### config.mk
export PLATFORM = sky130hd
export DESIGN_NAME = multicycle_ctrl_fsm
export DESIGN_NICKNAME = d
export VERILOG_FILES = /design/src/rtl/mc_ctrl_pkg.sv /design/src/rtl/mc_ctrl_decode.sv /design/src/rtl/multicycle_ctrl_fsm.sv
export SDC_FILE = /design/constraint.sdc
export NUM_CORES = 1
export LEC_CHECK = 0
export CORE_MARGIN = 1.5
export CORE_UTILIZATION = 47
export DETAILED_ROUTE_END_ITERATION = 6
export PLACE_DENSITY = 0.86
export SLEW_MARGIN = 5
export SYNTH_ARGS = -nofsm -noshare
export SYNTH_HDL_FRONTEND = slang
export SYNTH_SLANG_ARGS = --single-unit
### constraint.sdc
create_clock -name clk -period 2.2 [get_ports clk]
set_input_delay 0.44 -clock clk [delete_from_list [all_inputs] [get_ports clk]]
set_output_delay 0.44 -clock clk [all_outputs]
set_load 0.02 [all_outputs]
### src/rtl/mc_ctrl_pkg.sv
// Shared encodings for the multicycle MIPS control unit: opcodes, state codes,
// datapath select values and the bundled control-word type.
package mc_ctrl_pkg;

    localparam logic [5:0] OP_R    = 6'b000000;
    localparam logic [5:0] OP_LW   = 6'b100011;
    localparam logic [5:0] OP_SW   = 6'b101011;
    localparam logic [5:0] OP_BEQ  = 6'b000100;
    localparam logic [5:0] OP_BNE  = 6'b000101;
    localparam logic [5:0] OP_J    = 6'b000010;
    localparam logic [5:0] OP_ADDI = 6'b001000;

    typedef enum logic [3:0] {
        S_FETCH     = 4'd0,
        S_DECODE    = 4'd1,
        S_MEM_ADDR  = 4'd2,
        S_MEM_RD    = 4'd3,
        S_MEM_WB    = 4'd4,
        S_MEM_WR    = 4'd5,
        S_EXEC      = 4'd6,
        S_R_WB      = 4'd7,
        S_BRANCH    = 4'd8,
        S_JUMP      = 4'd9,
        S_ADDI_EXEC = 4'd10,
        S_ADDI_WB   = 4'd11,
        S_HALT      = 4'd12
    } state_t;

    localparam logic [1:0] SRCB_REG   = 2'b00;
    localparam logic [1:0] SRCB_FOUR  = 2'b01;
    localparam logic [1:0] SRCB_IMM   = 2'b10;
    localparam logic [1:0] SRCB_SHIMM = 2'b11;

    localparam logic [1:0] ALUOP_ADD   = 2'b00;
    localparam logic [1:0] ALUOP_SUB   = 2'b01;
    localparam logic [1:0] ALUOP_FUNCT = 2'b10;

    localparam logic [1:0] PCSRC_ALU    = 2'b00;
    localparam logic [1:0] PCSRC_ALUOUT = 2'b01;
    localparam logic [1:0] PCSRC_JUMP   = 2'b10;

    typedef struct packed {
        logic       pc_en;
        logic       iord;
        logic       mem_read;
        logic       mem_write;
        logic       ir_write;
        logic       reg_dst;
        logic       reg_write;
        logic       mem_to_reg;
        logic       alu_src_a;
        logic [1:0] alu_src_b;
        logic [1:0] alu_op;
        logic [1:0] pc_source;
    } ctrl_t;

endpackage

### src/rtl/mc_ctrl_decode.sv
// Combinational control-word decode: maps the current state (plus branch type,
// ALU zero and memory ready) onto every datapath strobe and select.
module mc_ctrl_decode
    import mc_ctrl_pkg::*;
(
    input  state_t st,
    input  logic   br_bne,
    input  logic   zero,
    input  logic   rdy,
    output ctrl_t  ctl
);

    always_comb begin
        ctl = '0;
        case (st)
            S_FETCH: begin
                ctl.mem_read  = 1'b1;
                ctl.alu_src_a = 1'b1;
                ctl.alu_src_b = SRCB_FOUR;
                ctl.alu_op    = ALUOP_ADD;
                ctl.pc_source = PCSRC_ALU;
                ctl.ir_write  = rdy;
                ctl.pc_en     = rdy;
            end
            S_DECODE: begin
                // Speculative branch target into ALUOut
                ctl.alu_src_a = 1'b1;
                ctl.alu_src_b = SRCB_SHIMM;
                ctl.alu_op    = ALUOP_ADD;
            end
            S_MEM_ADDR, S_ADDI_EXEC: begin
                ctl.alu_src_b = SRCB_IMM;
                ctl.alu_op    = ALUOP_ADD;
            end
            S_MEM_RD: begin
                ctl.mem_read = 1'b1;
                ctl.iord     = 1'b1;
            end
            S_MEM_WB: begin
                ctl.reg_write  = 1'b1;
                ctl.mem_to_reg = 1'b1;
            end
            S_MEM_WR: begin
                ctl.mem_write = 1'b1;
                ctl.iord      = 1'b1;
            end
            S_EXEC: begin
                ctl.alu_src_b = SRCB_REG;
                ctl.alu_op    = ALUOP_FUNCT;
            end
            S_R_WB: begin
                ctl.reg_write = 1'b1;
                ctl.reg_dst   = 1'b1;
            end
            S_BRANCH: begin
                ctl.alu_src_b = SRCB_REG;
                ctl.alu_op    = ALUOP_SUB;
                ctl.pc_source = PCSRC_ALUOUT;
                ctl.pc_en     = br_bne ? ~zero : zero;
            end
            S_JUMP: begin
                ctl.pc_source = PCSRC_JUMP;
                ctl.pc_en     = 1'b1;
            end
            S_ADDI_WB: ctl.reg_write = 1'b1;
            default: ctl = '0;
        endcase
    end

endmodule

### src/rtl/multicycle_ctrl_fsm.sv
// Registered control FSM for the multicycle MIPS datapath: state register,
// next-state logic, sticky illegal-opcode flag and retired-instruction counter.
module multicycle_ctrl_fsm
    import mc_ctrl_pkg::*;
#(
    parameter bit MEM_WAIT_EN = 1'b1,
    parameter bit ENABLE_BNE  = 1'b1,
    parameter bit ENABLE_ADDI = 1'b1,
    parameter int CNT_W       = 32
) (
    input  logic             clk,
    input  logic             rst,
    input  logic [5:0]       opcode,
    input  logic             zero,
    input  logic             mem_ready,
    output logic             pc_en,
    output logic             iord,
    output logic             mem_read,
    output logic             mem_write,
    output logic             ir_write,
    output logic             reg_dst,
    output logic             reg_write,
    output logic             mem_to_reg,
    output logic             alu_src_a,
    output logic [1:0]       alu_src_b,
    output logic [1:0]       alu_op,
    output logic [1:0]       pc_source,
    output logic [3:0]       state,
    output logic             illegal_op,
    output logic [CNT_W-1:0] retired_count
);

    state_t cur, nxt;
    logic   br_bne, nxt_bne, set_ill, retire, rdy;
    ctrl_t  ctl;

    assign rdy = MEM_WAIT_EN ? mem_ready : 1'b1;

    always_comb begin
        nxt     = cur;
        nxt_bne = br_bne;
        set_ill = 1'b0;
        retire  = 1'b0;
        case (cur)
            S_FETCH:  if (rdy) nxt = S_DECODE;
            S_DECODE: begin
                case (opcode)
                    OP_LW, OP_SW: nxt = S_MEM_ADDR;
                    OP_R:         nxt = S_EXEC;
                    OP_J:         nxt = S_JUMP;
                    OP_BEQ: begin
                        nxt     = S_BRANCH;
                        nxt_bne = 1'b0;
                    end
                    OP_BNE: begin
                        if (ENABLE_BNE) begin
                            nxt     = S_BRANCH;
                            nxt_bne = 1'b1;
                        end else begin
                            nxt     = S_HALT;
                            set_ill = 1'b1;
                        end
                    end
                    OP_ADDI: begin
                        if (ENABLE_ADDI) begin
                            nxt = S_ADDI_EXEC;
                        end else begin
                            nxt     = S_HALT;
                            set_ill = 1'b1;
                        end
                    end
                    default: begin
                        nxt     = S_HALT;
                        set_ill = 1'b1;
                    end
                endcase
            end
            S_MEM_ADDR:  nxt = (opcode == OP_SW) ? S_MEM_WR : S_MEM_RD;
            S_MEM_RD:    if (rdy) nxt = S_MEM_WB;
            S_MEM_WR: begin
                if (rdy) begin
                    nxt    = S_FETCH;
                    retire = 1'b1;
                end
            end
            S_EXEC:      nxt = S_R_WB;
            S_ADDI_EXEC: nxt = S_ADDI_WB;
            S_MEM_WB, S_R_WB, S_BRANCH, S_JUMP, S_ADDI_WB: begin
                nxt    = S_FETCH;
                retire = 1'b1;
            end
            S_HALT:  nxt = S_HALT;
            default: nxt = S_FETCH;
        endcase
    end

    always_ff @(posedge clk or posedge rst) begin
        if (rst) begin
            cur           <= S_FETCH;
            br_bne        <= 1'b0;
            illegal_op    <= 1'b0;
            retired_count <= '0;
        end else begin
            cur    <= nxt;
            br_bne <= nxt_bne;
            if (set_ill) illegal_op <= 1'b1;
            if (retire) retired_count <= retired_count + CNT_W'(1);
        end
    end

    mc_ctrl_decode u_decode (
        .st     (cur),
        .br_bne (br_bne),
        .zero   (zero),
        .rdy    (rdy),
        .ctl    (ctl)
    );

    // State-changing strobes must be quiet while reset is held
    assign pc_en      = ctl.pc_en     & ~rst;
    assign ir_write   = ctl.ir_write  & ~rst;
    assign reg_write  = ctl.reg_write & ~rst;
    assign mem_read   = ctl.mem_read  & ~rst;
    assign mem_write  = ctl.mem_write & ~rst;
    assign iord       = ctl.iord;
    assign reg_dst    = ctl.reg_dst;
    assign mem_to_reg = ctl.mem_to_reg;
    assign alu_src_a  = ctl.alu_src_a;
    assign alu_src_b  = ctl.alu_src_b;
    assign alu_op     = ctl.alu_op;
    assign pc_source  = ctl.pc_source;
    assign state      = cur;

endmodule

==> key figures <==
Outcome
  • Status: complete, no violations

Detailed routing
  • Initial drt markers: 133
  • DRT Pass-1 Iters: 4
  • DRC: 0
  • Via count: 1,928
  • Routed wire length: 5070 microns
  • Via density: 5.54
  • Routed Antenna Nets: 0
  • Routed length per instance: 14.6 microns

Setup path
  • Crit-path max FO: 10
  • Slowest Stage Delay on Critical Path: between 300 and 400 ps
  • Worst Reg-to-Reg Cells: 5
  • CP Cell Sequence: buf_4, inv_1, nand2_1, nor3_2, dlygate4sd2_1
  • Slowest cell on crit path: dfrtp_1
  • FF-to-FF End: retired_count[31]
  • WS Path Type: flip-flop to output pin
  • CP delay by family, top: buffers and inverters
  • R2r startpoint: state[1]
  • Worst reg2reg setup slack: around 250 ps
  • Critical path data required time: ~1800 ps
  • Crit path DAT: 1630 ps
  • CP Capture Type: output pin
  • Worst Path Buf+Inv: 3
  • Startpoint types: flip-flop

Synth
  • Leading area contributor after synthesis: dfrtp_1
  • EDFF count, synth: 0
  • Synth Cell Area: 2110 sq um
  • Top-area cell type share of the netlist area: 0.451
  • Seq/Total Area, Yosys: 0.451
  • Synth area leaders: dfrtp_1 (45%), xor2_1 (7.9%), xnor2_1 (6.2%), nor2_1 (4.5%), nor3_1 (3.8%)
  • Post-synth cell types: between 40 and 50
  • Post-synthesis net count: 231
  • Cells after Synth: 220
  • Average cell area after synthesis: 9.58 sq um
  • FFs w/ async S/R, synth: 1.00
  • Synth warn: 0
  • Post-synth top flop: dfrtp_1
  • #FFs+latches synth: 38

Layout
  • Nets: 307
  • Layout cell share with drive strength beyond 1: 0.125
  • Area Growth Syn to Fin: 40.2%
  • Commonest non-fill, non-tap cells in the layout: clkdlybuf4s50_1 (46), dfrtp_1 (37), nor2_1 (25)
  • Post-Layout Cell Count: 348
  • Final Cell Area: 2950 sq um
  • N_diodes: 0
  • Leading cell type in the layout, fill and taps excluded: clkdlybuf4s50_1

Timing
  • Final worst-path cycle share: 0.942
  • RSZ-0062 raised after global routing: false
  • Final Hold Vio Count: 0
  • Tmin final: 2070 ps
  • Slew Limit Fails: 0
  • Setup Viol. Count Final: 0
  • Fmax: around 480 MHz
  • Worst-Margin Slew: 474 ps
  • Clk_skew: 7.88 ps
  • Relative slew slack: 0.684

GRT
  • Met3 Usage GRT: 0.0476
  • Overflow after GRT: 0
  • All-layer global routing usage: 0.217
  • Largest net degree at the start of global routing: 39
  • Initial antenna violation count: 0
  • Met1 Use GR: 0.284
  • First-pass GRT wire length: 8570 microns
  • Vias in the first global route: ~1,900
  • Met2 Track Usage GR: 0.346
  • Global route hottest layer: met2

Floorplanning
  • Cell Rows: 24
  • Core ar.: 4320 sq um
  • Die X: between 60 and 70 microns
  • Die Area: 4890 sq um
  • Die H: 70.0 microns
  • IO Pins: 62
  • Starting Density: 0.487

Clocking
  • Clk buf depth: 2
  • TritonCTS buffer count: 5
  • Worst-Skew Late Latency: ~290 ps
  • CTS Hold Bufs: 0
  • Reg clk slew, reported paths: 70 ps
  • Post-CTS sizing: 16
  • Clock sink total: 38
  • CTS root buf: clkbuf_8
  • CTS tree: built
  • H-Tree Depth: 2
  • Post CTS Setup Buffer Count: 0

Job
  • Max Cap Viol: 0

Power and ir drop
  • Power consumption: 2.69 mW
  • Switching Share: 0.373
  • Pleak: 1.38 nW
  • Comb pwr share: 0.445
  • Clock power share: 0.222
  • P per Cell Area: 910 nW/um^2
  • Internal: 1.69 mW
  • Seq pwr share: 0.333
  • Psw: 1.00 mW
  • Peak VDD IR: 913 uV

Place
  • Post-detail-place hpwl: 3690 microns
  • Post-Place Cells: 341
  • Post-DP Area: 2870 sq um
  • I/O Buffers: 61
  • Gpl congestion: approximately 0.86

Worst hold path
  • Worst hold endpoint: illegal_op
  • WHS Path Cells: 1
  • Tightest Hold Check Type: flip-flop to flip-flop
  • Min-delay src: illegal_op
sequential cells by signal (all words and copies together), names as in the netlist:
signal,flops
state,4
br_bne,1
illegal_op,1
retired_count,32
cells in the mapped netlist, types with 2 or more instances:
| cell | instances |
|---|---|
| a31oi_1 | 3 |
| and3_1 | 5 |
| buf_2 | 3 |
| clkbuf_1 | 3 |
| dfrtp_1 | 38 |
| inv_1 | 9 |
| mux2_2 | 3 |
| nand2_1 | 13 |
| nand2b_1 | 3 |
| nand3_1 | 12 |
| nand4_1 | 8 |
| nor2_1 | 25 |
| nor2b_1 | 3 |
| nor3_1 | 16 |
| nor4_1 | 7 |
| o21a_1 | 3 |
| o21ai_0 | 4 |
| o22ai_1 | 4 |
| or2_2 | 2 |
| or2b_1 | 2 |
| xnor2_1 | 15 |
| xor2_1 | 19 |
worst max path at each step:
stage,endpoint,startpoint,depth (start not counted)
6_report,mem_to_reg,state[3],5
5_1_grt,retired_count[29],mem_ready,6
4_1_cts,reg_write,state[3],6
3_5_place_dp,pc_en,rst,5
3_3_place_gp,pc_en,rst,5
2_1_floorplan,reg_write,rst,2
logic make-up (layout without fill, tap and decap cells):
group                    count (synthesis)  count (layout)  share of synthesized area
AND/OR/NAND/NOR                        107             107                      0.284
flip-flops                              38              38                      0.451
XOR/XNOR                                34              34                      0.141
AO/OA/AOI/OAI                           20              20                     0.0653
buffers and inverters                   17              93                     0.0356
multiplexers                             3               3                     0.0160
adder cells (fa/ha/maj)                  1               1                    0.00594
stage by stage:
step,setup slack [ps],hold WS (ps),setup TNS (ps),utilization
2_1_floorplan,174,501,0,-
3_3_place_gp,-116,453,-719,0.663
3_5_place_dp,-164,461,-966,0.663
4_1_cts,13.4,481,0,0.685
5_1_grt,24.3,511,0,0.683
6_report,127,473,0,0.683
worst register-to-register path, stage by stage, from the launching register on:
cell and delay (ps):
dfrtp_2 470, or2b_1 240, o2111a_1 410, nand4b_4 210, nor4_1 360, xor2_1 180
power by group through the flow:
stage          Clock [mW]  Combinational [mW]  Sequential, mW
3_5_place_dp            0                1.26           0.903
3_3_place_gp            0                1.23           0.900
5_1_grt             0.637                1.29           0.907
2_1_floorplan           0               0.673           0.967
6_report            0.597                1.20           0.895
4_1_cts             0.608                1.20           0.895
per-layer routing:
metal  part of all wire  wire (microns)
met1               0.45            2270
met2               0.48            2420
met3              0.057             291
met4              0.018              91
met5                  0               0
area by class of cell:
class	count	area, sq um
Fill cell	339	1370
Multi-Input combinational cell	165	1090
Sequential cell	38	952
Timing Repair Buffer	77	704
Clock buffer	6	82.6
Tap cell	52	65.1
Inverter	9	33.8
Clock inverter	1	30.0
No activity file was read; power rests on OpenSTA's default activity.
